`config.mk`:
```
export PLATFORM = sky130hd
export DESIGN_NAME = mode_scheduler_flat
export DESIGN_NICKNAME = d
export VERILOG_FILES = /design/src/rtl/mode_scheduler_if.sv /design/src/rtl/mode_scheduler.sv /design/src/flat_wrapper.sv
export SDC_FILE = /design/constraint.sdc
export NUM_CORES = 1
export LEC_CHECK = 0
export BUFFER_PORTS_ARGS = -buffer_cell sky130_fd_sc_hd__buf_4
export CAP_MARGIN = 20
export CORE_MARGIN = 2
export CORE_UTILIZATION = 49
export CTS_CLUSTER_DIAMETER = 40
export CTS_CLUSTER_SIZE = 28
export DETAILED_ROUTE_END_ITERATION = 10
export PLACE_DENSITY = 0.76
export SLEW_MARGIN = 20
export SYNTH_ARGS = -nofsm -noshare
export SYNTH_HDL_FRONTEND = slang
export SYNTH_SLANG_ARGS = --single-unit
```
`constraint.sdc`:
```
create_clock -name clk -period 1.9 [get_ports clk]
set_clock_uncertainty 0.05 [all_clocks]
set_input_delay 0.285 -clock clk [delete_from_list [all_inputs] [get_ports clk]]
set_output_delay 0.285 -clock clk [all_outputs]
set_load 0.05 [all_outputs]
```
`src/rtl/mode_scheduler_if.sv`:
```
// Signal bundle between mode_scheduler, its push-buttons and the three music sources.
interface mode_scheduler_if;
   logic       mode_btn;
   logic       next_btn;
   logic       prev_btn;
   logic       auto_done;
   logic       spk_free;
   logic       spk_auto;
   logic       spk_learn;
   logic [6:0] led_free;
   logic [6:0] led_auto;
   logic [6:0] led_learn;
   logic [1:0] mode;
   logic       speaker;
   logic [6:0] led;
   logic [2:0] sub_reset;
   logic       next_pulse;
   logic       prev_pulse;

   modport master (
      output mode_btn, next_btn, prev_btn, auto_done,
      output spk_free, spk_auto, spk_learn, led_free, led_auto, led_learn,
      input  mode, speaker, led, sub_reset, next_pulse, prev_pulse
   );

   modport slave (
      input  mode_btn, next_btn, prev_btn, auto_done,
      input  spk_free, spk_auto, spk_learn, led_free, led_auto, led_learn,
      output mode, speaker, led, sub_reset, next_pulse, prev_pulse
   );
endinterface

```
`src/rtl/mode_scheduler.sv`:
```
// Mode scheduler: debounced buttons step FREE->AUTO->LEARN and arbitrate speaker/LEDs.
// Optional silent MUTE gap between modes is enabled by defining MODE_MUTE_GAP_EN.
module mode_scheduler #(
   parameter int unsigned DEBOUNCE_CYCLES = 20,
   parameter int unsigned MUTE_CYCLES     = 16
) (
   input logic             clk,
   input logic             reset,
   mode_scheduler_if.slave bus
);
   localparam int unsigned DB_W = $clog2(DEBOUNCE_CYCLES + 1);
   localparam int unsigned MC_W = $clog2(MUTE_CYCLES + 1);
   localparam logic [DB_W-1:0] DB_LAST = DB_W'(DEBOUNCE_CYCLES - 1);

   typedef enum logic [1:0] {
      FREE  = 2'd0,
      AUTO  = 2'd1,
      LEARN = 2'd2,
      MUTE  = 2'd3
   } state_t;

   function automatic logic [2:0] onehot(input state_t s);
      case (s)
         FREE:    return 3'b001;
         AUTO:    return 3'b010;
         LEARN:   return 3'b100;
         default: return 3'b000;
      endcase
   endfunction

   // bit0 mode, bit1 next, bit2 prev
   logic [2:0]      btn_raw;
   logic [2:0]      sync_p0;
   logic [2:0]      sync_p1;
   logic [2:0]      db_level;
   logic [2:0]      press;
   logic [DB_W-1:0] db_cnt [3];

   state_t          state_r, state_nx;
   state_t          target_r, target_nx;
   state_t          tgt;
   logic            trig;
   logic [MC_W-1:0] mute_cnt, mute_cnt_nx;

   logic            speaker_r, speaker_nx;
   logic [6:0]      led_r, led_nx;
   logic [2:0]      sub_reset_r, sub_reset_nx;
   logic            next_pulse_r, next_pulse_nx;
   logic            prev_pulse_r, prev_pulse_nx;

   assign btn_raw = {bus.prev_btn, bus.next_btn, bus.mode_btn};

   // Synchronizer (p0, p1) and debouncer; press fires only on an accepted 0->1 level change.
   always_ff @(posedge clk or posedge reset) begin
      if (reset) begin
         sync_p0  <= '0;
         sync_p1  <= '0;
         db_level <= '0;
         press    <= '0;
         for (int i = 0; i < 3; i++) db_cnt[i] <= '0;
      end else begin
         sync_p0 <= btn_raw;
         sync_p1 <= sync_p0;
         for (int i = 0; i < 3; i++) begin
            press[i] <= 1'b0;
            if (sync_p1[i] != db_level[i]) begin
               if (db_cnt[i] == DB_LAST) begin
                  db_level[i] <= sync_p1[i];
                  db_cnt[i]   <= '0;
                  press[i]    <= sync_p1[i];
               end else begin
                  db_cnt[i] <= db_cnt[i] + 1'b1;
               end
            end else begin
               db_cnt[i] <= '0;
            end
         end
      end
   end

   // State register and registered outputs
   always_ff @(posedge clk or posedge reset) begin
      if (reset) begin
         state_r      <= FREE;
         target_r     <= FREE;
         mute_cnt     <= '0;
         speaker_r    <= 1'b0;
         led_r        <= '0;
         sub_reset_r  <= 3'b001;
         next_pulse_r <= 1'b0;
         prev_pulse_r <= 1'b0;
      end else begin
         state_r      <= state_nx;
         target_r     <= target_nx;
         mute_cnt     <= mute_cnt_nx;
         speaker_r    <= speaker_nx;
         led_r        <= led_nx;
         sub_reset_r  <= sub_reset_nx;
         next_pulse_r <= next_pulse_nx;
         prev_pulse_r <= prev_pulse_nx;
      end
   end

   // Next-state logic; a mode press outranks auto_done in AUTO, and MUTE ignores all triggers.
   always_comb begin
      state_nx    = state_r;
      target_nx   = target_r;
      mute_cnt_nx = mute_cnt;
      trig        = 1'b0;
      tgt         = FREE;
      case (state_r)
         FREE: begin
            if (press[0]) begin
               trig = 1'b1;
               tgt  = AUTO;
            end
         end
         AUTO: begin
            if (press[0]) begin
               trig = 1'b1;
               tgt  = LEARN;
            end else if (bus.auto_done) begin
               trig = 1'b1;
               tgt  = FREE;
            end
         end
         LEARN: begin
            if (press[0]) begin
               trig = 1'b1;
               tgt  = FREE;
            end
         end
         default: ;
      endcase
      if (state_r == MUTE) begin
         if (mute_cnt <= MC_W'(1)) begin
            state_nx    = target_r;
            mute_cnt_nx = '0;
         end else begin
            mute_cnt_nx = mute_cnt - 1'b1;
         end
      end else if (trig) begin
`ifdef MODE_MUTE_GAP_EN
         state_nx    = MUTE;
         target_nx   = tgt;
         mute_cnt_nx = MC_W'(MUTE_CYCLES);
`else
         state_nx    = tgt;
         target_nx   = tgt;
`endif
      end
   end

   // Output logic; selection follows the state being entered so MUTE is silent from its first cycle.
   always_comb begin
      speaker_nx = 1'b0;
      led_nx     = '0;
      case (state_nx)
         FREE: begin
            speaker_nx = bus.spk_free;
            led_nx     = bus.led_free;
         end
         AUTO: begin
            speaker_nx = bus.spk_auto;
            led_nx     = bus.led_auto;
         end
         LEARN: begin
            speaker_nx = bus.spk_learn;
            led_nx     = bus.led_learn;
         end
         default: ;
      endcase
      if (state_nx == MUTE)
         sub_reset_nx = onehot(target_nx);
      else if (state_nx != state_r && state_r != MUTE)
         sub_reset_nx = onehot(state_nx);
      else
         sub_reset_nx = 3'b000;
      next_pulse_nx = press[1] & ~press[2] & ((state_r == AUTO) || (state_r == LEARN));
      prev_pulse_nx = press[2] & ~press[1] & ((state_r == AUTO) || (state_r == LEARN));
   end

   assign bus.mode       = state_r;
   assign bus.speaker    = speaker_r;
   assign bus.led        = led_r;
   assign bus.sub_reset  = sub_reset_r;
   assign bus.next_pulse = next_pulse_r;
   assign bus.prev_pulse = prev_pulse_r;
endmodule
```
`src/flat_wrapper.sv`:
```
// flat-port wrapper written by rule: the top's interface ports become plain ports
module mode_scheduler_flat 
#(
   parameter int unsigned DEBOUNCE_CYCLES = 20,
   parameter int unsigned MUTE_CYCLES     = 16
)
  (clk, reset, bus_mode_btn, bus_next_btn, bus_prev_btn, bus_auto_done, bus_spk_free, bus_spk_auto, bus_spk_learn, bus_led_free, bus_led_auto, bus_led_learn, bus_mode, bus_speaker, bus_led, bus_sub_reset, bus_next_pulse, bus_prev_pulse);
  mode_scheduler_if bus_i ();
  input logic clk;
  input logic reset;
  input wire logic [$bits(bus_i.mode_btn)-1:0] bus_mode_btn;
  input wire logic [$bits(bus_i.next_btn)-1:0] bus_next_btn;
  input wire logic [$bits(bus_i.prev_btn)-1:0] bus_prev_btn;
  input wire logic [$bits(bus_i.auto_done)-1:0] bus_auto_done;
  input wire logic [$bits(bus_i.spk_free)-1:0] bus_spk_free;
  input wire logic [$bits(bus_i.spk_auto)-1:0] bus_spk_auto;
  input wire logic [$bits(bus_i.spk_learn)-1:0] bus_spk_learn;
  input wire logic [$bits(bus_i.led_free)-1:0] bus_led_free;
  input wire logic [$bits(bus_i.led_auto)-1:0] bus_led_auto;
  input wire logic [$bits(bus_i.led_learn)-1:0] bus_led_learn;
  output wire logic [$bits(bus_i.mode)-1:0] bus_mode;
  output wire logic [$bits(bus_i.speaker)-1:0] bus_speaker;
  output wire logic [$bits(bus_i.led)-1:0] bus_led;
  output wire logic [$bits(bus_i.sub_reset)-1:0] bus_sub_reset;
  output wire logic [$bits(bus_i.next_pulse)-1:0] bus_next_pulse;
  output wire logic [$bits(bus_i.prev_pulse)-1:0] bus_prev_pulse;
  assign bus_i.mode_btn = bus_mode_btn;
  assign bus_i.next_btn = bus_next_btn;
  assign bus_i.prev_btn = bus_prev_btn;
  assign bus_i.auto_done = bus_auto_done;
  assign bus_i.spk_free = bus_spk_free;
  assign bus_i.spk_auto = bus_spk_auto;
  assign bus_i.spk_learn = bus_spk_learn;
  assign bus_i.led_free = bus_led_free;
  assign bus_i.led_auto = bus_led_auto;
  assign bus_i.led_learn = bus_led_learn;
  assign bus_mode = bus_i.mode;
  assign bus_speaker = bus_i.speaker;
  assign bus_led = bus_i.led;
  assign bus_sub_reset = bus_i.sub_reset;
  assign bus_next_pulse = bus_i.next_pulse;
  assign bus_prev_pulse = bus_i.prev_pulse;
  mode_scheduler #(.DEBOUNCE_CYCLES(DEBOUNCE_CYCLES), .MUTE_CYCLES(MUTE_CYCLES)) u_core (.clk(clk), .reset(reset), .bus(bus_i));
endmodule
```
# After elaboration in Yosys (flattened, before gate mapping)
# Index checks and enable logic that the tools add are counted.
# word_totals
elab_cells	84
ram_bits	0
n_memories	0
rom_bits	0
latch_bits	0
reg_bits	49
# op_classes
n_addsub	4
n_shift	0
n_bitwise	6
mul	0
n_mux	31
eq_ne	16
n_reduce_logical	9
order_cmp	1
div_mod_pow	0
# op_table
cell	count
$mux 5	7
$pmux 7 s3	1
$pmux 3 s3	2
$add 5x1->5 const B	3
$eq 5x5->1 const B	3
$mux 2	6
$eq 2x2->1 const B	5
$mux 1	10
$eq 2x1->1 const B	3
$logic_not 2->1	3
$mux 3	2
$reduce_and 2->1	3
$le 5x1->1 const B	1
$sub 5x1->5 const B	1
$and 1x1->1	4
$pmux 2 s2	1
$ne 1x1->1	3
$pmux 1 s3	1
$ne 2x2->1	1
$ne 2x2->1 const B	1
$not 1->1	2
$pmux 1 s2	1
$reduce_or 2->1	1
$logic_and 1x1->1	1
$logic_or 1x1->1	1

# Longest topological paths before layout
# Gate-level depths: netlist (run 1).
# depth
depth_word	9
mapped_depth	9
depth_no_buf	8

# Worst setup path before layout (run 1)
# OpenSTA, ideal clock, no wires.
# synth_path
path_type	register to register
start	register u_core.state_r[0] (netlist: u_core.bus.mode[0])
end	register u_core.sub_reset_r[0] (netlist: u_core.bus.sub_reset[0])
path_buffers	0
path_stages_with_launch	7
synth_period_minus_slack_ns	2.358
slack_ns	-0.458
t_required_ns	1.776
arrival_time_ns	2.234
path_cell_list	dfrtp_1 ha_1 or4b_4 or3_1 a32oi_1 o31ai_1 o22ai_2
# synth_via
elab_chain_len	9
# synth_rtl
item	line	text
start, declared	mode_scheduler.sv:39	state_t state_r, state_nx;
start signal, assigned	mode_scheduler.sv:93	state_r <= state_nx;
$eq 2x2->1 / $logic_not 2->1 (equally long branches)	mode_scheduler.sv:111	case (state_r)
$reduce_or 2->1 (no line)	-	
$pmux 1 s2	mode_scheduler.sv:111	
$mux 2	mode_scheduler.sv:142	end else if (trig) begin
$mux 2	mode_scheduler.sv:135	if (state_r == MUTE) begin
$eq 2x2->1 (tied with other cells)	mode_scheduler.sv:23	case (s)
$pmux 3 s3 / $logic_and 1x1->1 (equally long branches)	mode_scheduler.sv:23, mode_scheduler.sv:175	
$mux 3	mode_scheduler.sv:175	else if (state_nx != state_r && state_r != MUTE)
$mux 3 (*)	mode_scheduler.sv:173	if (state_nx == MUTE)
named net u_core.sub_reset_nx[0]	mode_scheduler.sv:47	logic [2:0] sub_reset_r, sub_reset_nx;
end signal, assigned	mode_scheduler.sv:98	sub_reset_r <= sub_reset_nx;
end, declared	mode_scheduler.sv:47	
# The timed path passes the listed nets; every way through them passes the cells marked *.
# A chain may end at the register's enable or synchronous reset.

# Worst setup path in the final report (run 1)
# layout_path
start	register u_core.state_r[0] (netlist: u_core.bus.mode[0])
end	register u_core.led_r[4] (netlist: u_core.bus.led[4])
# layout_via
elab_chain_len	7
# layout_rtl
item	line	text
$eq 2x2->1 / $logic_not 2->1 (equally long branches)	mode_scheduler.sv:111	
$reduce_or 2->1 (no line)	-	
$pmux 1 s2	mode_scheduler.sv:111	
$mux 2	mode_scheduler.sv:142	
$mux 2 (*)	mode_scheduler.sv:135	
$eq 2x2->1 (tied with other cells)	mode_scheduler.sv:158	case (state_nx)
$pmux 7 s3 (*)	mode_scheduler.sv:158	
named net u_core.led_nx[4]	mode_scheduler.sv:46	logic [6:0] led_r, led_nx;
end signal, assigned	mode_scheduler.sv:97	led_r <= led_nx;
end, declared	mode_scheduler.sv:46	
# Marks and branches as above.

==> results of run 1 <==
power breakdown:
part	total, W	switching (W)	internal (W)
sequential	0.00113	0.0000359	0.00110
clock	0.000773	0.000345	0.000428
combinational	0.000465	0.000256	0.000209
total	0.00237	0.000637	0.00173
registers in the layout, indices dropped and copies added (netlist names), 2 cells and up:
name and flops:
u_core.db_level 3, u_core.db_cnt 15, u_core.bus.sub_reset 3, u_core.mute_cnt 5
u_core.target_r 2, u_core.sync_p1 3, u_core.bus.led 7, u_core.bus.mode 2
u_core.press 3, u_core.sync_p0 3
cells in the final DEF (no fill, tap or decap), types with 2 or more instances in the layout:
master and n:
buf_4 69, dfrtp_1 46, nor2_1 16, nand2_1 11, nand3_1 11, o2bb2ai_2 7, xor2_1 6, xnor2_1 6
and2_1 6, clkbuf_8 6, ha_1 5, inv_2 4, inv_1 4, nor3b_1 4, mux2_2 4, mux2i_2 3
o21ai_0 3, mux2i_4 3, nor3_2 2, a21oi_1 2, nand3b_1 2, mux2i_1 2, nor2b_1 2, o22ai_1 2
nor3_1 2, nand2b_1 2, ha_2 2, ha_4 2, buf_12 2
per-layer routing:
metal,GRT usage,up-vias,share of wire
met5,0,-,0
met4,0.05967,0,0.020
met3,0.05110,10,0.041
met2,0.3465,37,0.50
met1,0.2525,847,0.43
li1,-,835,-
synth_stat cells (all sizes together), types with 2 or more instances:
master | n | area share
a21o | 2 | 0.0070
a21oi | 3 | 0.0065
and2 | 7 | 0.019
buf | 3 | 0.0087
dfrtp | 48 | 0.52
ha | 9 | 0.049
inv | 8 | 0.013
mux2 | 4 | 0.019
mux2i | 8 | 0.035
nand2 | 11 | 0.018
nand2b | 3 | 0.011
nand3 | 11 | 0.024
nand3b | 2 | 0.0065
nor2 | 16 | 0.026
nor2b | 2 | 0.0054
nor3 | 4 | 0.011
nor3b | 4 | 0.013
o21ai | 3 | 0.0065
o22ai | 3 | 0.011
o2bb2ai | 8 | 0.052
o31ai | 2 | 0.0065
or3 | 3 | 0.0087
xnor2 | 6 | 0.023
xor2 | 6 | 0.023
per-stage QoR:
step / worst slack (ns) / instances / total power [W] / TNS (ns)
floorplan: -0.1843 / 194 / 0.001389 / -1.546
global placement: -0.1108 / 310 / 0.001528 / -1.024
detailed placement: -0.1699 / 310 / 0.001538 / -1.521
CTS: -0.06402 / 324 / 0.002357 / -0.1183
global route: -0.1172 / 325 / 0.002468 / -1.278
finish: -0.08149 / 325 / 0.002371 / -0.8027
final cells by class:
type                    instances  area share
multi-input cells             133      0.3641
clock inverters                 2     0.01153
clock buffers                   6     0.02537
well taps                      52     0.01999
inverters                       8    0.009227
repair buffers                 75      0.1911
flip-flops and latches         49      0.3787
worst paths after layout:
| path | end | slack (ns) | cells past startpoint |
|---|---|---|---|
| min reg2reg | u_core.sync_p1[1] | 0.32 | 0 |
| max in group asynchronous | u_core.bus.sub_reset[0] | 0.75 | 4 |
| max | u_core.bus.led[4] | -0.08 | 6 |
| max reg2reg | u_core.bus.led[4] | -0.08 | 6 |
| min in group asynchronous | u_core.db_level[1] | 0.47 | 3 |
| min | u_core.sync_p0[2] | 0.04 | 1 |
cell families (layout without fill, tap and decap cells):
family / after synthesis / after routing / synth area share
multiplexers: 12 / 12 / 0.05414
adder cells (fa/ha/maj): 9 / 9 / 0.04873
AND/OR/NAND/NOR: 70 / 70 / 0.1689
buffers and inverters: 12 / 91 / 0.02328
XOR/XNOR: 12 / 12 / 0.04548
AO/OA/AOI/OAI: 30 / 30 / 0.1283
flip-flops: 49 / 49 / 0.5311
worst register-to-register path, cell delays in order (launching register included):
cell and delay (ns):
dfrtp_4 0.48, ha_4 0.15, or4b_4 0.48, nand2b_4 0.17, a31oi_4 0.19, and2_4 0.27
o2bb2ai_4 0.13
repair_timing:
action	CTS	global route
hold buffers	1	0
buffers inserted	4	1
gates resized for setup	14	18
pin swaps	6	4
endpoints found under the setup margin	11	14
hold endpoints to repair	15	0
cloned	1	0
==> flow_summary.yaml, run 1 <==
synth:
  avgSynthCellArea_um2: 11.91
  yosysSeqAreaShare: 0.5311
  ys_types: 48
  synth_top_flop_cell: "dfrtp_1"
  synth_edf_count: 0
  synth-async-reset-ratio: 1.000
  syn_inst: 194
  ys_seq_elements: 49
  syn-num-nets: 233
  ys.warnings.count: 0
  syn_area_um2: 2311
hold_path:
  hp-class: "input port to flip-flop"
  min_from: "bus_prev_btn"
routing:
  wl_per_cell_um: 15.11
  drt_iter0_markers: 88
  viasPerCell: 5.320
  routed-via-count: 1729
  wl_mm: 4.912
  drc_errors: 0
  antenna_left: 0
  drt_pre_antenna_iters: 4
clocking:
  cts_buffers: 5
  clock-sinks: 49
  cts_root_buf: "clkbuf_8"
  clockBufferDepth: 2
  cts_tree: "yes"
  clkLatencyLatePin_ns: 0.30
  path_clk_slew_ns: 0.09
  h-tree-depth: 2
floorplanning:
  die-area_um2: 5282
  die_x_um: 72.68
  initial_core_util: 0.5200
  die_height_um: 72.68
  ios: 45
  core_um2: 4444
  num_rows: 24
global_route:
  antenna_found_initial: 0
  grt_pass1_wl_mm: 8.211
  grt_use_total: 0.2021
  grt_pass1_vias: 1806
  grt_max_degree: 23
  overflow: 0
pwr:
  vdd_drop_max_mv: 0.6569
  power.leakage_nw: 1.545
  p_per_area_nw_per_um2: 728.7
critical_path:
  cp-start-kind: "flip-flop"
  critPathTopFamily: "simple AND/OR/NAND/NOR gates"
  timing.critical_path.buf_inv: 0
  end_kind: "flip-flop"
  worstSetupPathType: "flip-flop to flip-flop"
  critPathMaxStageDelay_ns: 0.48
  regToRegStartpoint: "u_core.bus.mode[0]"
  cpMaxStageDelayCell: "dfrtp_4"
  path_cells: "ha_4, or4b_4, nand2b_4, a31oi_4, and2_4, o2bb2ai_4"
  required_ns: 2.08
  cp_max_fo: 8
  cp-startpoint: "u_core.bus.mode[0]"
  worstPathArrival_ns: 2.16
place:
  place_hpwl_mm: 3.338
  place_area_um2: 2910
  place_congestion: 0.9011
  portBuffers: 44
timing:
  fin_ws_ns: -0.08149
  slew_headroom: 0.7532
  fmax_ghz: 0.5047
  rsz0062_at_grt: "yes"
  hold_slack_ns: 0.03649
  period_share: 1.043
  hold_violations: 0
  slew_violations: 0
  min_period_ns: 1.981
  finalSetupViolCount: 12
  worst_pin_slew_ns: 0.3697
outcome:
  violations: "negative setup slack"
  outcome: "complete, but fails checks"
final_layout:
  multi_input_area_um2: 1185
  nFillCells: 310
  ff_latch_area_um2: 1232
  area_delta_synth_final_pct: 40.82
  drive_above_1_share: 0.4762
  final_nets: 311
  num_antenna_cells: 0
  postLayoutCoreUtil: 0.7323
  final_cell_area_um2: 3254
job:
  drv_cap: 0
(Power assumes the default switching activity.)
==> run 2, diff against run 1 <==
--- a/config.mk
+++ b/config.mk
@@ -7,12 +7,12 @@
 export LEC_CHECK = 0
 export BUFFER_PORTS_ARGS = -buffer_cell sky130_fd_sc_hd__buf_4
 export CAP_MARGIN = 20
-export CORE_MARGIN = 2
 export CORE_UTILIZATION = 49
 export CTS_CLUSTER_DIAMETER = 40
 export CTS_CLUSTER_SIZE = 28
 export DETAILED_ROUTE_END_ITERATION = 10
 export PLACE_DENSITY = 0.76
+export SKIP_LAST_GASP = 1
 export SLEW_MARGIN = 20
 export SYNTH_ARGS = -nofsm -noshare
 export SYNTH_HDL_FRONTEND = slang
==> run 2 against run 1 <==
Effect of this change: the flow finishes with violations (design-rule violations, negative setup slack); critical path depth is 1 higher; final cell count is 0.62% lower; clock-buffer cell count is 1 lower; flip-flop and latch count stayed put; power is 1.7% higher; fmax is 1.4% higher; sequential power hardly changed.
==> flow_summary.yaml, run 2 (synthesis gave the netlist of run 1 again) <==
place:
  dp_slack_ns: -0.1720
  placedCellCount: 309
  place_congestion: 0.8986
  place_hpwl_mm: 3.276
  portBuffers: 44
clocking:
  path_clk_slew_ns: 0.09
  clock-sinks: 49
  clkLatencyLatePin_ns: 0.30
  cts_root_buf: "clkbuf_8"
  cts_tree: "yes"
  clockBufferDepth: 2
  cts_buffers: 5
  h-tree-depth: 2
global_route:
  overflow: 0
  gr-usage-met3: 0.04701
  grt_pass1_vias: 1725
  grtUsageMet1: 0.2434
  antenna_found_initial: 0
  grt_util_met2: 0.3333
  grt_pass1_wl_mm: 7.610
  grt_use_total: 0.1949
  grt.busiest_layer: "met2"
  grt_max_degree: 26
routing:
  drt_iter0_markers: 75
  drt_pre_antenna_iters: 7
  routed-via-count: 1706
  wl_per_cell_um: 14.00
  viasPerCell: 5.282
  wl_mm: 4.522
  antenna_left: 0
  drc_errors: 4
pwr:
  power_frac_comb: 0.175
  finalPower_w: 0.002411
  switching_power_w: 0.0006096
  power.leakage_nw: 1.527
  sw_frac_of_total: 0.2529
  clkPwrFrac: 0.357
  vdd_drop_max_mv: 0.6502
  p_per_area_nw_per_um2: 750.6
  seq_power_share: 0.468
  internal-power_w: 0.001801
floorplanning:
  die-area_um2: 4995
  num_rows: 24
  die_height_um: 70.68
  initial_core_util: 0.5200
  ios: 45
  die_x_um: 70.68
  core_um2: 4444
final_layout:
  largest_reg_flops: 15
  final_nets: 309
  drive_above_1_share: 0.4723
  mostFrequentLayoutCells: "buf_4, dfrtp_1, nor2_1"
  final_common_cell: "buf_4"
  area_delta_synth_final_pct: 38.98
  final_cells: 323
  num_antenna_cells: 0
  postLayoutCoreUtil: 0.7227
  top_register: "u_core.db_cnt"
critical_path:
  endpoint: "u_core.bus.sub_reset[1]"
  critPathTopFamily: "simple AND/OR/NAND/NOR gates"
  worstPathArrival_ns: 2.12
  cp-start-kind: "flip-flop"
  reg2reg_depth: 7
  reg2reg_to: "u_core.bus.sub_reset[1]"
  cpMaxStageDelayCell: "or4b_4"
  path_cells: "ha_4, or4b_4, nand2b_4, a31oi_4, buf_6, nand3b_1, o22ai_1"
  required_ns: 2.07
  cp.depth: 7
  critPathMaxStageDelay_ns: 0.48
  regToRegStartpoint: "u_core.bus.mode[0]"
  cp_max_fo: 6
  timing.critical_path.buf_inv: 1
  worstSetupPathType: "flip-flop to flip-flop"
  ff2ff_setup_slack_ns: -0.05
  end_kind: "flip-flop"
  cp-startpoint: "u_core.bus.mode[0]"
timing:
  finalSetupViolCount: 11
  hold_slack_ns: 0.03509
  slew_violations: 0
  hold_violations: 0
  period_share: 1.029
  fin_ws_ns: -0.05465
  fmax_ghz: 0.5116
  rsz0062_at_grt: "yes"
  worst_pin_slew_ns: 0.3160
  min_period_ns: 1.955
  slew_headroom: 0.7881
job:
  drv_cap: 0
hold_path:
  hp-class: "input port to flip-flop"
outcome:
  violations: "design-rule violations, negative setup slack"
  outcome: "complete, but fails checks"
==> run 2: cell type report <==
cell class / instances / area (um^2)
Clock buffer: 5 / 68.82
Fill cell: 301 / 1232
Sequential cell: 49 / 1232
Clock inverter: 3 / 65.06
Timing Repair Buffer: 73 / 583.1
Multi-Input combinational cell: 133 / 1167
Inverter: 8 / 30.03
Tap cell: 52 / 65.06
==> run 2: worst min-delay path by stage <==
stage / slack, ns / cells past startpoint / endpoint / start
CTS: 0.03 / 1 / u_core.sync_p0[2] / bus_prev_btn
detailed placement: 0.20 / 2 / u_core.sync_p0[1] / reset
global placement: 0.20 / 2 / u_core.sync_p0[1] / reset
floorplan: 0.27 / 0 / u_core.sync_p0[0] / bus_mode_btn
finish: 0.04 / 1 / u_core.sync_p0[2] / bus_prev_btn
global route: 0.02 / 1 / u_core.sync_p0[2] / bus_prev_btn
==> run 2: through the flow <==
stage,setup TNS (ns),cell area [um^2]
2_1_floorplan,-1.546,2337
3_3_place_gp,-1.078,2903
3_5_place_dp,-1.421,2903
4_1_cts,-0.1674,3134
5_1_grt,-1.151,3212
6_report,-0.1975,3212
==> run 2: power by group through the flow <==
stage               Combinational [W]  Sequential, W  Clock [W]
CTS                          0.000410        0.00113   0.000886
floorplan                    0.000144        0.00124          0
finish                       0.000422        0.00113   0.000859
global route                 0.000451        0.00114   0.000924
detailed placement           0.000383        0.00115          0
global placement             0.000376        0.00115          0
==> run 2: repair_timing <==
action                     4_1_cts  5_1_grt
gates resized for setup         14       15
hold endpoints to repair        11        0
pin swaps                        4        4
setup buffers                    4        1
hold buffers                     1        0
setup endpoints to repair       12       15
==> run 2: routing by layer <==
layer / wire [um] / share of wire
met5: 0 / 0
met4: 57 / 0.013
met3: 169 / 0.037
met2: 2352 / 0.52
met1: 1943 / 0.43
==> run 3, diff against run 2 <==
--- a/config.mk
+++ b/config.mk
@@ -5,13 +5,13 @@
 export SDC_FILE = /design/constraint.sdc
 export NUM_CORES = 1
 export LEC_CHECK = 0
-export BUFFER_PORTS_ARGS = -buffer_cell sky130_fd_sc_hd__buf_4
 export CAP_MARGIN = 20
-export CORE_UTILIZATION = 49
+export CORE_MARGIN = 3
+export CORE_UTILIZATION = 56
 export CTS_CLUSTER_DIAMETER = 40
-export CTS_CLUSTER_SIZE = 28
 export DETAILED_ROUTE_END_ITERATION = 10
-export PLACE_DENSITY = 0.76
+export DONT_BUFFER_PORTS = 1
+export PLACE_DENSITY = 0.75
 export SKIP_LAST_GASP = 1
 export SLEW_MARGIN = 20
 export SYNTH_ARGS = -nofsm -noshare
==> run 3 against run 2 <==
Effect of this change: the flow finishes with violations (negative setup slack); first-iteration DRC count up 87%; clock power down 25%; power down 12%; combinational power down 41%; cell area down 12%; sequential power up 8%; hold slack better by 0.0020 ns; utilization up 1.9 points; highest routed layer unchanged.
==> flow_summary.yaml, run 3 (synthesis gave the netlist of run 1 again) <==
floorplanning:
  ios: 45
  num_rows: 22
  core_um2: 3826
  die_x_um: 70.24
  initial_core_util: 0.6040
  die_height_um: 70.24
  die-area_um2: 4934
pwr:
  sw_frac_of_total: 0.2872
  p_per_area_nw_per_um2: 745.5
  power_frac_comb: 0.119
  vdd_drop_max_mv: 0.4700
  clkPwrFrac: 0.303
  power.leakage_nw: 1.333
  internal-power_w: 0.001507
  seq_power_share: 0.579
  switching_power_w: 0.0006073
timing:
  slew_violations: 0
  finalSetupTns_ns: -0.5126
  hold_violations: 0
  fin_ws_ns: -0.09032
  slew_headroom: 0.6854
  rsz0062_at_grt: "yes"
  period_share: 1.048
  worst_pin_slew_ns: 0.4722
  fmax_ghz: 0.5024
  min_period_ns: 1.990
  hold_slack_ns: 0.03711
  finalSetupViolCount: 11
routing:
  routed-via-count: 1595
  routed.top_layer: "met4"
  route.layer.met1.wl_mm: 1.812
  viasPerCell: 5.758
  antenna_left: 0
  dr_wl_met2_mm: 2.733
  drt_pre_antenna_iters: 4
  drt_iter0_markers: 140
  wl_mm: 4.852
  drc_errors: 0
  wl_per_cell_um: 17.52
  wl_met3_um: 170
final_layout:
  final_nets: 267
  num_antenna_cells: 0
  top_register: "u_core.db_cnt"
  final_common_cell: "dfrtp_1"
  mostFrequentLayoutCells: "dfrtp_1, buf_4, nor2_1"
  drive_above_1_share: 0.3537
  area_delta_synth_final_pct: 22.74
  nFillCells: 231
  largest_reg_flops: 15
  final_cells: 277
global_route:
  grt_pass1_vias: 1694
  grt_pass1_wl_mm: 7.948
  grt_max_degree: 20
  overflow: 0
  antenna_found_initial: 0
  grt_use_total: 0.2067
place:
  place_congestion: 0.8955
  placedCellCount: 259
  place_hpwl_mm: 3.531
  portBuffers: 0
critical_path:
  timing.critical_path.buf_inv: 0
  cp-start-kind: "flip-flop"
  cp_max_fo: 5
  worstPathArrival_ns: 2.18
  end_kind: "flip-flop"
  critPathTopFamily: "simple AND/OR/NAND/NOR gates"
  worstSetupPathType: "flip-flop to flip-flop"
  cpMaxStageDelayCell: "or4b_4"
  required_ns: 2.09
  critPathMaxStageDelay_ns: 0.48
  path_cells: "ha_4, or4b_4, or3_4, a32oi_2, o31ai_2, o22ai_2"
clocking:
  cts_root_buf: "clkbuf_8"
  cts_buffers: 5
  path_clk_slew_ns: 0.09
  clkLatencyLatePin_ns: 0.30
  cts_tree: "yes"
  h-tree-depth: 2
  clockBufferDepth: 2
  clock-sinks: 49
outcome:
  outcome: "complete, but fails checks"
  violations: "negative setup slack"
hold_path:
  hp-class: "input port to flip-flop"
job:
  drv_cap: 0
==> run 3: cell count changes in the layout (fill, tap and decap cells not counted), moves of 2 or more <==
cell	before	now
buf_4	68	24
bufinv_16	2	0
dlygate4sd3_1	1	4
ha_1	7	5
mux2i_1	1	6
mux2i_4	4	0
==> run 3: stage by stage <==
stage	power (W)	worst slack, ns	instance area [um^2]	util
after floorplan	0.001389	-0.1843	2337	-
after global placement	0.001427	-0.1138	2540	0.6638
after detailed placement	0.001446	-0.2278	2540	0.6638
after CTS	0.002117	-0.08531	2746	0.7178
after global routing	0.002204	-0.1401	2836	0.7413
final	0.002115	-0.09032	2836	0.7413
==> run 3: cell type report <==
class / count / area (um^2) / share of cell area
Multi-Input combinational cell: 133 / 1151 / 0.4058
Clock buffer: 6 / 82.58 / 0.02911
Sequential cell: 49 / 1232 / 0.4345
Timing Repair Buffer: 31 / 266.5 / 0.09396
Inverter: 8 / 30.03 / 0.01059
Clock inverter: 2 / 13.76 / 0.004852
Tap cell: 48 / 60.06 / 0.02117
==> run 3: final timing paths <==
kind / from / endpoint / slack (ns) / depth (start not counted)
worst max-delay path: u_core.bus.mode[0] / u_core.bus.sub_reset[0] / -0.09 / 6
worst min-delay path: bus_led_auto[4] / u_core.bus.led[4] / 0.04 / 1
worst max register to register: u_core.bus.mode[0] / u_core.bus.sub_reset[0] / -0.09 / 6
worst min register to register: u_core.sync_p0[0] / u_core.sync_p1[0] / 0.31 / 0
max in group asynchronous: reset / u_core.db_cnt[6] / 0.90 / 3
min in group asynchronous: reset / u_core.bus.speaker / 0.34 / 2
==> run 3: what timing repair did <==
item                                    4_1_cts  5_1_grt
buffers inserted                              4        2
hold endpoints to repair                     16        0
endpoints found under the setup margin       11       14
resized for setup                            11       14
hold buffers                                  4        0
pin swaps                                     4        9
==> run 3: power by group through the flow <==
stage               logic [W]  registers (W)  clock network [W]
global route         0.000275        0.00123           0.000699
floorplan            0.000144        0.00124                  0
CTS                  0.000238        0.00122           0.000655
finish               0.000251        0.00122           0.000640
detailed placement   0.000202        0.00124                  0
global placement     0.000186        0.00124                  0
==> run 3: routing by layer <==
layer  vias to the layer above  track usage
met5                         -            0
met2                        28       0.3825
li1                        755            -
met1                       798       0.2229
met3                        14      0.05324
met4                         0      0.07660
==> run 3: worst register-to-register path: stages (launching register included) <==
cell     delay [ns]
dfrtp_4        0.47
ha_4           0.15
or4b_4         0.48
or3_4          0.35
a32oi_2        0.22
o31ai_2        0.08
o22ai_2        0.13
